==> config.mk <==
export PLATFORM = sky130hd
export DESIGN_NAME = store_narrow_rmw_flat
export DESIGN_NICKNAME = d
export VERILOG_FILES = /design/src/rtl/store_narrow_rmw_pkg.sv /design/src/rtl/store_narrow_rmw_if.sv /design/src/rtl/store_narrow_rmw_lane_merge.sv /design/src/rtl/store_narrow_rmw.sv /design/src/flat_wrapper.sv
export SDC_FILE = /design/constraint.sdc
export NUM_CORES = 1
export LEC_CHECK = 0
export ABC_AREA = 1
export CAP_MARGIN = 20
export CORE_MARGIN = 2
export CORE_UTILIZATION = 53
export CTS_CLUSTER_DIAMETER = 60
export DETAILED_ROUTE_END_ITERATION = 6
export GPL_TIMING_DRIVEN = 0
export PLACE_DENSITY = 0.87
export SLEW_MARGIN = 15
export SYNTH_ARGS = -nofsm -noshare
export SYNTH_HDL_FRONTEND = slang
export SYNTH_SLANG_ARGS = --single-unit
==> constraint.sdc <==
create_clock -name clk -period 7.8 [get_ports clk]
set_clock_uncertainty 0.05 [all_clocks]
set_input_delay 1.95 -clock clk [delete_from_list [all_inputs] [get_ports clk]]
set_output_delay 1.95 -clock clk [all_outputs]
set_load 0.005 [all_outputs]
==> src/rtl/store_narrow_rmw_pkg.sv <==
// Shared encodings and helpers for the store-side narrowing path.
// The load-side extender imports the same size encodings.
package store_narrow_rmw_pkg;

    localparam logic [1:0] SZ_BYTE = 2'b00;
    localparam logic [1:0] SZ_HALF = 2'b01;
    localparam logic [1:0] SZ_WORD = 2'b10;
    localparam logic [1:0] SZ_ILL  = 2'b11;

    typedef enum logic [2:0] {
        ST_IDLE,
        ST_RD,
        ST_WAIT,
        ST_WR,
        ST_ERR
    } state_t;

    // Size 11 is illegal; halves need addr[0]=0, words need addr[1:0]=0.
    function automatic logic size_illegal(input logic [1:0] size, input logic [1:0] lo);
        logic bad;
        case (size)
            SZ_BYTE: bad = 1'b0;
            SZ_HALF: bad = lo[0];
            SZ_WORD: bad = (lo != 2'b00);
            default: bad = 1'b1;
        endcase
        return bad;
    endfunction

    // Little-endian lane replacement: byte lane = lo, half lane = lo[1].
    function automatic logic [31:0] lane_merge(input logic [31:0] old_word,
                                               input logic [31:0] data,
                                               input logic [1:0]  lo,
                                               input logic [1:0]  size);
        logic [31:0] merged;
        merged = old_word;
        case (size)
            SZ_BYTE: merged[{lo, 3'b000} +: 8]     = data[7:0];
            SZ_HALF: merged[{lo[1], 4'b0000} +: 16] = data[15:0];
            default: merged = data;
        endcase
        return merged;
    endfunction

    // Discarded upper bits must be all zero or a copy of the kept sign bit.
    function automatic logic trunc_check(input logic signed [31:0] data,
                                         input logic [1:0]         size);
        logic ovf;
        case (size)
            SZ_BYTE: ovf = (data[31:8] != 24'd0) && (data[31:8] != {24{data[7]}});
            SZ_HALF: ovf = (data[31:16] != 16'd0) && (data[31:16] != {16{data[15]}});
            default: ovf = 1'b0;
        endcase
        return ovf;
    endfunction

endpackage

==> src/rtl/store_narrow_rmw_if.sv <==
// Store request / data memory bundle for store_narrow_rmw.
// slave = the RMW block, master = the request source plus memory side.
interface store_narrow_rmw_if #(
    parameter int WORD_AW = 10
) ();
    logic               req_valid;
    logic               req_ready;
    logic [31:0]        req_addr;
    logic [31:0]        req_data;
    logic [1:0]         req_size;
    logic               done;
    logic               err_align;
    logic               trunc_ovf;
    logic [WORD_AW-1:0] mem_addr;
    logic               mem_rd_en;
    logic [31:0]        mem_rdata;
    logic               mem_wr_en;
    logic [31:0]        mem_wdata;

    modport slave (
        input  req_valid, req_addr, req_data, req_size, mem_rdata,
        output req_ready, done, err_align, trunc_ovf,
               mem_addr, mem_rd_en, mem_wr_en, mem_wdata
    );

    modport master (
        output req_valid, req_addr, req_data, req_size, mem_rdata,
        input  req_ready, done, err_align, trunc_ovf,
               mem_addr, mem_rd_en, mem_wr_en, mem_wdata
    );
endinterface

==> src/rtl/store_narrow_rmw_lane_merge.sv <==
// Combinational lane merge and truncation check for one store.
module store_lane_merge
    import store_narrow_rmw_pkg::*;
(
    input  logic [31:0] old_word,
    input  logic [31:0] data,
    input  logic [1:0]  addr_lo,
    input  logic [1:0]  size,
    output logic [31:0] merged_word,
    output logic        trunc_ovf
);
    assign merged_word = lane_merge(old_word, data, addr_lo, size);
    assign trunc_ovf   = trunc_check(data, size);
endmodule

==> src/rtl/store_narrow_rmw.sv <==
// Narrowing store unit: word stores write directly, byte/half stores do a
// read-modify-write on a memory without byte enables.
module store_narrow_rmw
    import store_narrow_rmw_pkg::*;
#(
    parameter int WORD_AW = 10,
    parameter int RD_LAT  = 1
) (
    input  logic                 clk,
    input  logic                 rst_n,
    store_narrow_rmw_if.slave    bus
);
    localparam int CNT_W = (RD_LAT > 1) ? $clog2(RD_LAT) : 1;
    localparam logic [CNT_W-1:0] CNT_LAST = CNT_W'(RD_LAT - 1);

    state_t             state_q, state_d;
    logic [CNT_W-1:0]   cnt_q;
    logic [WORD_AW-1:0] addr_q;
    logic [1:0]         lo_q;
    logic [31:0]        data_q;
    logic [1:0]         size_q;
    logic               ovf_q;
    logic [31:0]        wr_word_q;

    logic               accept;
    logic               is_idle;
    logic               last_wait;
    logic [31:0]        lm_data;
    logic [1:0]         lm_lo;
    logic [1:0]         lm_size;
    logic [31:0]        lm_merged;
    logic               lm_ovf;

    assign is_idle   = (state_q == ST_IDLE);
    assign accept    = bus.req_valid && is_idle;
    assign last_wait = (state_q == ST_WAIT) && (cnt_q == CNT_LAST);

    // In IDLE the merger sees the live request so the overflow flag is
    // evaluated at acceptance; afterwards it sees the latched request.
    assign lm_data = is_idle ? bus.req_data       : data_q;
    assign lm_lo   = is_idle ? bus.req_addr[1:0]  : lo_q;
    assign lm_size = is_idle ? bus.req_size       : size_q;

    store_lane_merge u_merge (
        .old_word    (bus.mem_rdata),
        .data        (lm_data),
        .addr_lo     (lm_lo),
        .size        (lm_size),
        .merged_word (lm_merged),
        .trunc_ovf   (lm_ovf)
    );

    // State register.
    always_ff @(posedge clk or negedge rst_n) begin
        if (!rst_n) state_q <= ST_IDLE;
        else        state_q <= state_d;
    end

    // Request latch, read-latency counter and write-word capture.
    always_ff @(posedge clk or negedge rst_n) begin
        if (!rst_n) begin
            cnt_q     <= '0;
            addr_q    <= '0;
            lo_q      <= '0;
            data_q    <= '0;
            size_q    <= '0;
            ovf_q     <= 1'b0;
            wr_word_q <= '0;
        end else begin
            if (accept) begin
                addr_q    <= bus.req_addr[WORD_AW+1:2];
                lo_q      <= bus.req_addr[1:0];
                data_q    <= bus.req_data;
                size_q    <= bus.req_size;
                ovf_q     <= lm_ovf;
                wr_word_q <= bus.req_data;
            end
            if (state_q == ST_RD)   cnt_q <= '0;
            if (state_q == ST_WAIT) cnt_q <= cnt_q + 1'b1;
            if (last_wait)          wr_word_q <= lm_merged;
        end
    end

    // Next-state and Moore outputs.
    always_comb begin
        state_d        = state_q;
        bus.req_ready  = 1'b0;
        bus.mem_rd_en  = 1'b0;
        bus.mem_wr_en  = 1'b0;
        bus.done       = 1'b0;
        bus.err_align  = 1'b0;
        bus.trunc_ovf  = 1'b0;
        bus.mem_addr   = '0;
        bus.mem_wdata  = '0;
        case (state_q)
            ST_IDLE: begin
                bus.req_ready = 1'b1;
                if (bus.req_valid) begin
                    if (size_illegal(bus.req_size, bus.req_addr[1:0])) state_d = ST_ERR;
                    else if (bus.req_size == SZ_WORD)                  state_d = ST_WR;
                    else                                               state_d = ST_RD;
                end
            end
            ST_RD: begin
                bus.mem_rd_en = 1'b1;
                bus.mem_addr  = addr_q;
                state_d       = ST_WAIT;
            end
            ST_WAIT: begin
                bus.mem_addr = addr_q;
                if (last_wait) state_d = ST_WR;
            end
            ST_WR: begin
                bus.mem_wr_en = 1'b1;
                bus.mem_addr  = addr_q;
                bus.mem_wdata = wr_word_q;
                bus.done      = 1'b1;
                bus.trunc_ovf = ovf_q;
                state_d       = ST_IDLE;
            end
            ST_ERR: begin
                bus.done      = 1'b1;
                bus.err_align = 1'b1;
                state_d       = ST_IDLE;
            end
            default: state_d = ST_IDLE;
        endcase
    end

endmodule

==> src/flat_wrapper.sv <==
// flat-port wrapper written by rule: the top's interface ports become plain ports
module store_narrow_rmw_flat import store_narrow_rmw_pkg::*;
#(
    parameter int WORD_AW = 10,
    parameter int RD_LAT  = 1
)
  (clk, rst_n, bus_req_valid, bus_req_addr, bus_req_data, bus_req_size, bus_mem_rdata, bus_req_ready, bus_done, bus_err_align, bus_trunc_ovf, bus_mem_addr, bus_mem_rd_en, bus_mem_wr_en, bus_mem_wdata);
  store_narrow_rmw_if #(.WORD_AW(WORD_AW)) bus_i ();
  input  logic clk;
  input  logic rst_n;
  input wire logic [$bits(bus_i.req_valid)-1:0] bus_req_valid;
  input wire logic [$bits(bus_i.req_addr)-1:0] bus_req_addr;
  input wire logic [$bits(bus_i.req_data)-1:0] bus_req_data;
  input wire logic [$bits(bus_i.req_size)-1:0] bus_req_size;
  input wire logic [$bits(bus_i.mem_rdata)-1:0] bus_mem_rdata;
  output wire logic [$bits(bus_i.req_ready)-1:0] bus_req_ready;
  output wire logic [$bits(bus_i.done)-1:0] bus_done;
  output wire logic [$bits(bus_i.err_align)-1:0] bus_err_align;
  output wire logic [$bits(bus_i.trunc_ovf)-1:0] bus_trunc_ovf;
  output wire logic [$bits(bus_i.mem_addr)-1:0] bus_mem_addr;
  output wire logic [$bits(bus_i.mem_rd_en)-1:0] bus_mem_rd_en;
  output wire logic [$bits(bus_i.mem_wr_en)-1:0] bus_mem_wr_en;
  output wire logic [$bits(bus_i.mem_wdata)-1:0] bus_mem_wdata;
  assign bus_i.req_valid = bus_req_valid;
  assign bus_i.req_addr = bus_req_addr;
  assign bus_i.req_data = bus_req_data;
  assign bus_i.req_size = bus_req_size;
  assign bus_i.mem_rdata = bus_mem_rdata;
  assign bus_req_ready = bus_i.req_ready;
  assign bus_done = bus_i.done;
  assign bus_err_align = bus_i.err_align;
  assign bus_trunc_ovf = bus_i.trunc_ovf;
  assign bus_mem_addr = bus_i.mem_addr;
  assign bus_mem_rd_en = bus_i.mem_rd_en;
  assign bus_mem_wr_en = bus_i.mem_wr_en;
  assign bus_mem_wdata = bus_i.mem_wdata;
  store_narrow_rmw #(.WORD_AW(WORD_AW), .RD_LAT(RD_LAT)) u_core (.clk(clk), .rst_n(rst_n), .bus(bus_i));
endmodule
# [Word level (Yosys, flattened, before mapping)]
# Index checks and enable logic that the tools add are counted.
# W data, S select, Z words.
[op_classes] add_sub_neg=3 n_eq_ne=11 shifts=4 muxes=27 bitwise_logic=1 n_reduce_logical=15
[op_table] operator="$mux W32" n=4
[op_table] operator="$bwmux W32" n=2
[op_table] operator="$pmux W32 S2" n=1
[op_table] operator="$shift A16 B7 Y32 const A" n=1
[op_table] operator="$shift A8 B7 Y32 const A" n=1
[op_table] operator="$shiftx A16 B7 Y32" n=1
[op_table] operator="$shiftx A8 B7 Y32" n=1
[op_table] operator="$ne A24 B24 Y1" n=1
[op_table] operator="$reduce_bool A24 Y1" n=1
[op_table] operator="$ne A16 B16 Y1" n=1
[op_table] operator="$reduce_bool A16 Y1" n=1
[op_table] operator="$neg A5 Y7" n=2
[op_table] operator="$mux W1" n=10
[op_table] operator="$mux W10" n=1
[op_table] operator="$mux W3" n=3
[op_table] operator="$pmux W3 S3" n=1
[op_table] operator="$eq A3 B2 Y1 const B" n=2
[op_table] operator="$mux W2" n=3
[op_table] operator="$reduce_bool A2 Y1" n=3
[op_table] operator="$eq A2 B1 Y1 const B" n=2
[op_table] operator="$logic_and A1 B1 Y1" n=4
[op_table] operator="$logic_not A2 Y1" n=2
[op_table] operator="$eq A3 B1 Y1 const B" n=1
[op_table] operator="$eq A3 B3 Y1 const B" n=1
[op_table] operator="11 further kinds" n=11
[totals] input_bits=101 out_inout_bits=48 reg_bits=83

# [Depth between registers and ports, before layout]
[depth] ltp_word=7 ltp_mapped=15

# [Modules after synthesis]
# Synthesis repeated with hierarchy kept, for this count alone.
[unflattened] cells_unflattened=860 hier_area_um2=5584.1
[by_module_without_submodules] mod="store_narrow_rmw" area_per_inst_um2=4096.4 instances=1 cells_each=538
[by_module_without_submodules] mod="store_lane_merge" area_per_inst_um2=1487.7 instances=1 cells_each=322

# [Least setup slack after synthesis]
# Ideal clock, no wire load.
[synth_timing] kind="input to register" start="in bus_req_addr[1]" end="reg u_core.wr_word_q[23]" slack_ps=3995 setup_time_ps=63 required_time_ps=7687 stages=12 arrival_ps=3692 n_path_buf=2 path_cell_list="inv_1 o21ai_4 buf_2 ha_1 inv_1 clkbuf_1 nand2_1 o21ai_0 o211ai_1 nand3_1 nand2_1 inv_1"
[synth_between] elab_chain_cells=6
[synth_rtl] item="start, declared" line_no="flat_wrapper.sv:12" text="input wire logic [$bits(bus_i.req_addr)-1:0] bus_req_addr;"
[synth_rtl] item="$mux W2 (*)" line_no="store_narrow_rmw.sv:41" text="assign lm_lo = is_idle ? bus.req_addr[1:0] : lo_q;"
[synth_rtl] item="$neg A5 Y7 (on tied branches)" line_no="store_narrow_rmw_pkg.sv:39, store_narrow_rmw_pkg.sv:38"
[synth_rtl] item="$shiftx A16 B7 Y32, or another cell as far along" line_no="store_narrow_rmw_pkg.sv:39" text="SZ_HALF: merged[{lo[1], 4'b0000} +: 16] = data[15:0];"
[synth_rtl] item="$bwmux W32 (on tied branches)" line_no="store_narrow_rmw_pkg.sv:39, store_narrow_rmw_pkg.sv:38"
[synth_rtl] item="$pmux W32 S2 (*)" line_no="store_narrow_rmw_pkg.sv:37" text="case (size)"
[synth_rtl] item="$mux W32 (*)" line_no="store_narrow_rmw.sv:80" text="if (last_wait) wr_word_q <= lm_merged;"
[synth_rtl] item="end signal, assigned" line_no="store_narrow_rmw.sv:76" text="wr_word_q <= bus.req_data;"
[synth_rtl] item="end signal, assigned" line_no="store_narrow_rmw.sv:80"
[synth_rtl] item="end, declared" line_no="store_narrow_rmw.sv:23" text="logic [31:0] wr_word_q;"
# Mark *: on every way between the ends. The rest lies on a longest branch, timed or not.
# A chain may end at the register's enable or synchronous reset.

# [Worst setup path after layout]
[layout_timing] start="reg u_core.state_q[2]" end="out bus_mem_wdata[15]"
[layout_between] elab_chain_cells=2
[layout_rtl] item="start, declared" line_no="store_narrow_rmw.sv:16" text="state_t state_q, state_d;"
[layout_rtl] item="start signal, assigned" line_no="store_narrow_rmw.sv:56" text="else state_q <= state_d;"
[layout_rtl] item="$eq A3 B2 Y1" line_no="store_narrow_rmw.sv:95" text="case (state_q)"
[layout_rtl] item="$mux W32" line_no="store_narrow_rmw.sv:95"
[layout_rtl] item="end, declared" line_no="flat_wrapper.sv:23" text="output wire logic [$bits(bus_i.mem_wdata)-1:0] bus_mem_wdata;"
# Every way passes these cells.

==> results.md <==
* Synth warn at 0
* R2R depth at 14
* Worst path top cell family by delay: buffers and inverters
* Post-CTS sizing at 0
* Die outline area at between 10000 and 15000 um^2
* Crit path cell chain: inv_1 > clkbuf_1 > nand2_1 > nor2_1 > clkinv_1 > clkbuf_1 > nor2_1 > clkdlybuf4s50_1
* Clk_lat worst skew at 0.36 ns
* Max_cap viols at 0
* Top post-synthesis cells by area: dfrtp_1 38%, nand2_1 18%, nor2_1 7.7%
* Synth Flop Type: dfrtp_1
* Internal at 1370 uW
* Final setup violation count at 0
* Hold buffers post-CTS at 0
* Flops & latches, synth at slightly above 80
* Hold Path End: u_core.data_q[21]$_DFFE_PN0P_
* Crit path launch: u_core.state_q[2]$_DFFE_PN0P_
* Logic pwr share at between 60% and 70%
* Startpoint Class: register
* Post-Synthesis Cell Area at 5493 um^2
* Power Dens Cells at 413.4 nW/um^2
* GPL Wtd Cong at 1.059
* Setup crit end kind: primary output
* TritonCTS clock tree: done
* Final Cycle Share at 64.67%
* Kind of critical path: register to primary output
* Net Switching at 1583 uW
* Fillcell total at around 910
* Leading area contributor after synthesis: dfrtp_1
* Relative slew margins at 39.31%
* Sw Ratio at 53.60%
* Post-Syn Nets at between 900 and 1000
* Fin. max-slew vios at 0
* Clk pwr share at under 10%
* # DRC at 0
* Num Clock Sinks at 83
* Layout cells sized above 1 at under 10%
* Initial antenna violation count at 0
* Fin. Hold Viols at 0
* Req. time, crit path at 5.80 ns
* Worst reg-to-reg setup slack at 4.52 ns
* Drt pass-1 iters at 6
* Setup Buffers After CTS at 0
* Fmax at around 200 MHz
* RSZ-0062 raised after global routing: no
* Die X-Extent at between 100 and 150 um
* DR WL/cell at 17.22 um
* Post-synth ARST share at 100.0%
* Starting Density at 53.93%
* Area of the multi-input gates at 2849 um^2
* Mapped Cells at ~850
* Via count at 6262
* HPWL Detailed at 14740 um
* # IOs at 149
* Pleak at 0.003404 uW
* Via/cell ratio at between 5 and 6
* Nets at 1091
* Critical path arrival at 3.04 ns
* Yosys cell types at 34
* Status: completed
* Post-synth EDFFs at 0
* Final setup TNS at 0 ns
* Clock transition at the registers of the reported paths at ~0.090 ns
* First-pass GRT wire length at 30680 um
* Die Height at 105.8 um
* Core area at a little over 10000 um^2
* Seq/Total Area, Yosys at 37.81%
* Largest net degree at the start of global routing at 55
* Remaining antenna violation count at 0
* Port buffer count at 128
* Antenna Cells at 0
* Crit-path max FO at 10
* Slowest CP cell: clkdlybuf4s50_1
* Reg power frac at 25.3%
* Area grow syn2layout at 30.07%
* Hold Path Class: register to register
* Stages on worst setup path at 8
* Final Critical Period at 5.044 ns
* Grt ovf at 0
* Mapped Avg Cell Area at 6.485 um^2
* Fin area at roughly 7100 um^2
* HP Start: u_core.data_q[21]$_DFFE_PN0P_
* H-tree depth at 3
* Tot GR Track Use at 35.37%
* Reg2reg end: u_core.wr_word_q[23]$_DFFE_PN0P_
* Vias in the first global route at 6021
* Buf+Inv Stages, Crit Path at 5
* Sequential Area at slightly above 2000 um^2
* Area share of the leading cell type in the synthesized netlist at 37.81%
* Slew of the pin with the lowest slew margin at ~0.9 ns
* Routed WL at 19420 um
* Clock tree buffer depth at 2
* Worst VDD drop at ~0.00020 V
* Drt initial violations at 588
* Row Count at 37
* Max stage delay on crit path at 0.51 ns
* CTS Buf Count at 9
* Root Buffer: clkbuf_8
* Reg-to-Reg Start: u_core.state_q[1]$_DFFE_PN0P_
* Area after DPL at 6969 um^2
* Hold path depth at 2
[layout by cell type, fill, tap and decap left out, drive strengths merged, types with 4 or more instances in the layout]
master,n
nor2,117
clkbuf,37
nand4,6
a31oi,5
o211ai,10
o22ai,4
nand2,267
dfrtp,83
nand3,46
buf,15
inv,103
clkdlybuf4s50,127
a41oi,4
o21ai,104
a21oi,47
[cell families after synthesis]
logic type      Yosys count  synth area share (%)
simple gates            440                 32.96
compound gates          179                 18.22
flops                    83                 37.81
buf+inv                 142                 10.32
fa+ha+maj                 3                0.6834
[worst register-to-register path: cells and delay by family (launching register included)]
family / cells / cell delay, ns
fa+ha+maj: 1 / 0.28
flops: 1 / 0.44
buf+inv: 5 / 0.97
compound gates: 3 / 0.67
simple gates: 5 / 0.83
[area by class of cell]
type                       instances  area share (%)
buffer                            41           2.592
sequential                        83           29.07
clock buffer                       9           1.734
multi-input combinational        622           39.88
clock inverter                     7          0.7180
timing repair buffer             129           18.28
inverter                         101           5.342
tap                              136           2.382
[through the flow]
step | utilization [%] | power (uW) | std cells | setup slack (ns) | hold WS, ns
floorplan | - | 1968 | 847 | 3.995 | 0.3993
global placement | 68.18 | 2561 | 1111 | 1.780 | 0.4113
detailed placement | 68.43 | 2599 | 1112 | 3.061 | 0.4156
CTS | 70.15 | 2896 | 1128 | 2.782 | 0.4402
global route | 70.15 | 3181 | 1128 | 2.609 | 0.4488
finish | 70.15 | 2953 | 1128 | 2.756 | 0.4389
[sequential cells by signal (all words and copies together) (netlist names)]
signal / flops
u_core.data_q: 32
u_core.wr_word_q: 32
u_core.addr_q: 10
u_core.state_q: 3
u_core.lo_q: 2
u_core.size_q: 2
u_core.cnt_q: 1
u_core.ovf_q: 1
[cells in the mapped netlist (5+ instances only)]
cell / number
nand2_1: 260
nor2_1: 113
inv_1: 95
dfrtp_1: 83
o21ai_0: 83
a21oi_1: 47
nand3_1: 46
clkbuf_1: 28
o21ai_1: 17
buf_2: 10
o211ai_1: 10
nand4_1: 6
a31oi_1: 5
[power groups by stage]
stage | clock, uW | combinational (uW) | sequential (uW)
floorplan | 0 | 1250 | 722
global placement | 0 | 1820 | 742
detailed placement | 0 | 1850 | 750
CTS | 292 | 1860 | 743
global route | 310 | 2100 | 768
finish | 293 | 1910 | 746
[worst max-delay path by stage]
| stage | slack [ns] | end |
|---|---|---|
| finish | 2.76 | bus_mem_wdata[15] |
| global route | 2.61 | bus_mem_wdata[11] |
| CTS | 2.78 | bus_mem_wdata[15] |
| detailed placement | 3.06 | u_core.wr_word_q[21]$_DFFE_PN0P_ |
| global placement | 1.78 | u_core.wr_word_q[4]$_DFFE_PN0P_ |
| floorplan | 3.99 | u_core.wr_word_q[23]$_DFFE_PN0P_ |
[routing by layer]
metal  up-vias  global-route usage (%)  wire, um
li1       2983                       -         -
met1      2834                   46.76      7908
met2       374                   55.35      8702
met3        71                   8.720      1964
met4         0                   15.13       846
met5         -                       0         0
Note: power is estimated with default switching activity, not from simulation.
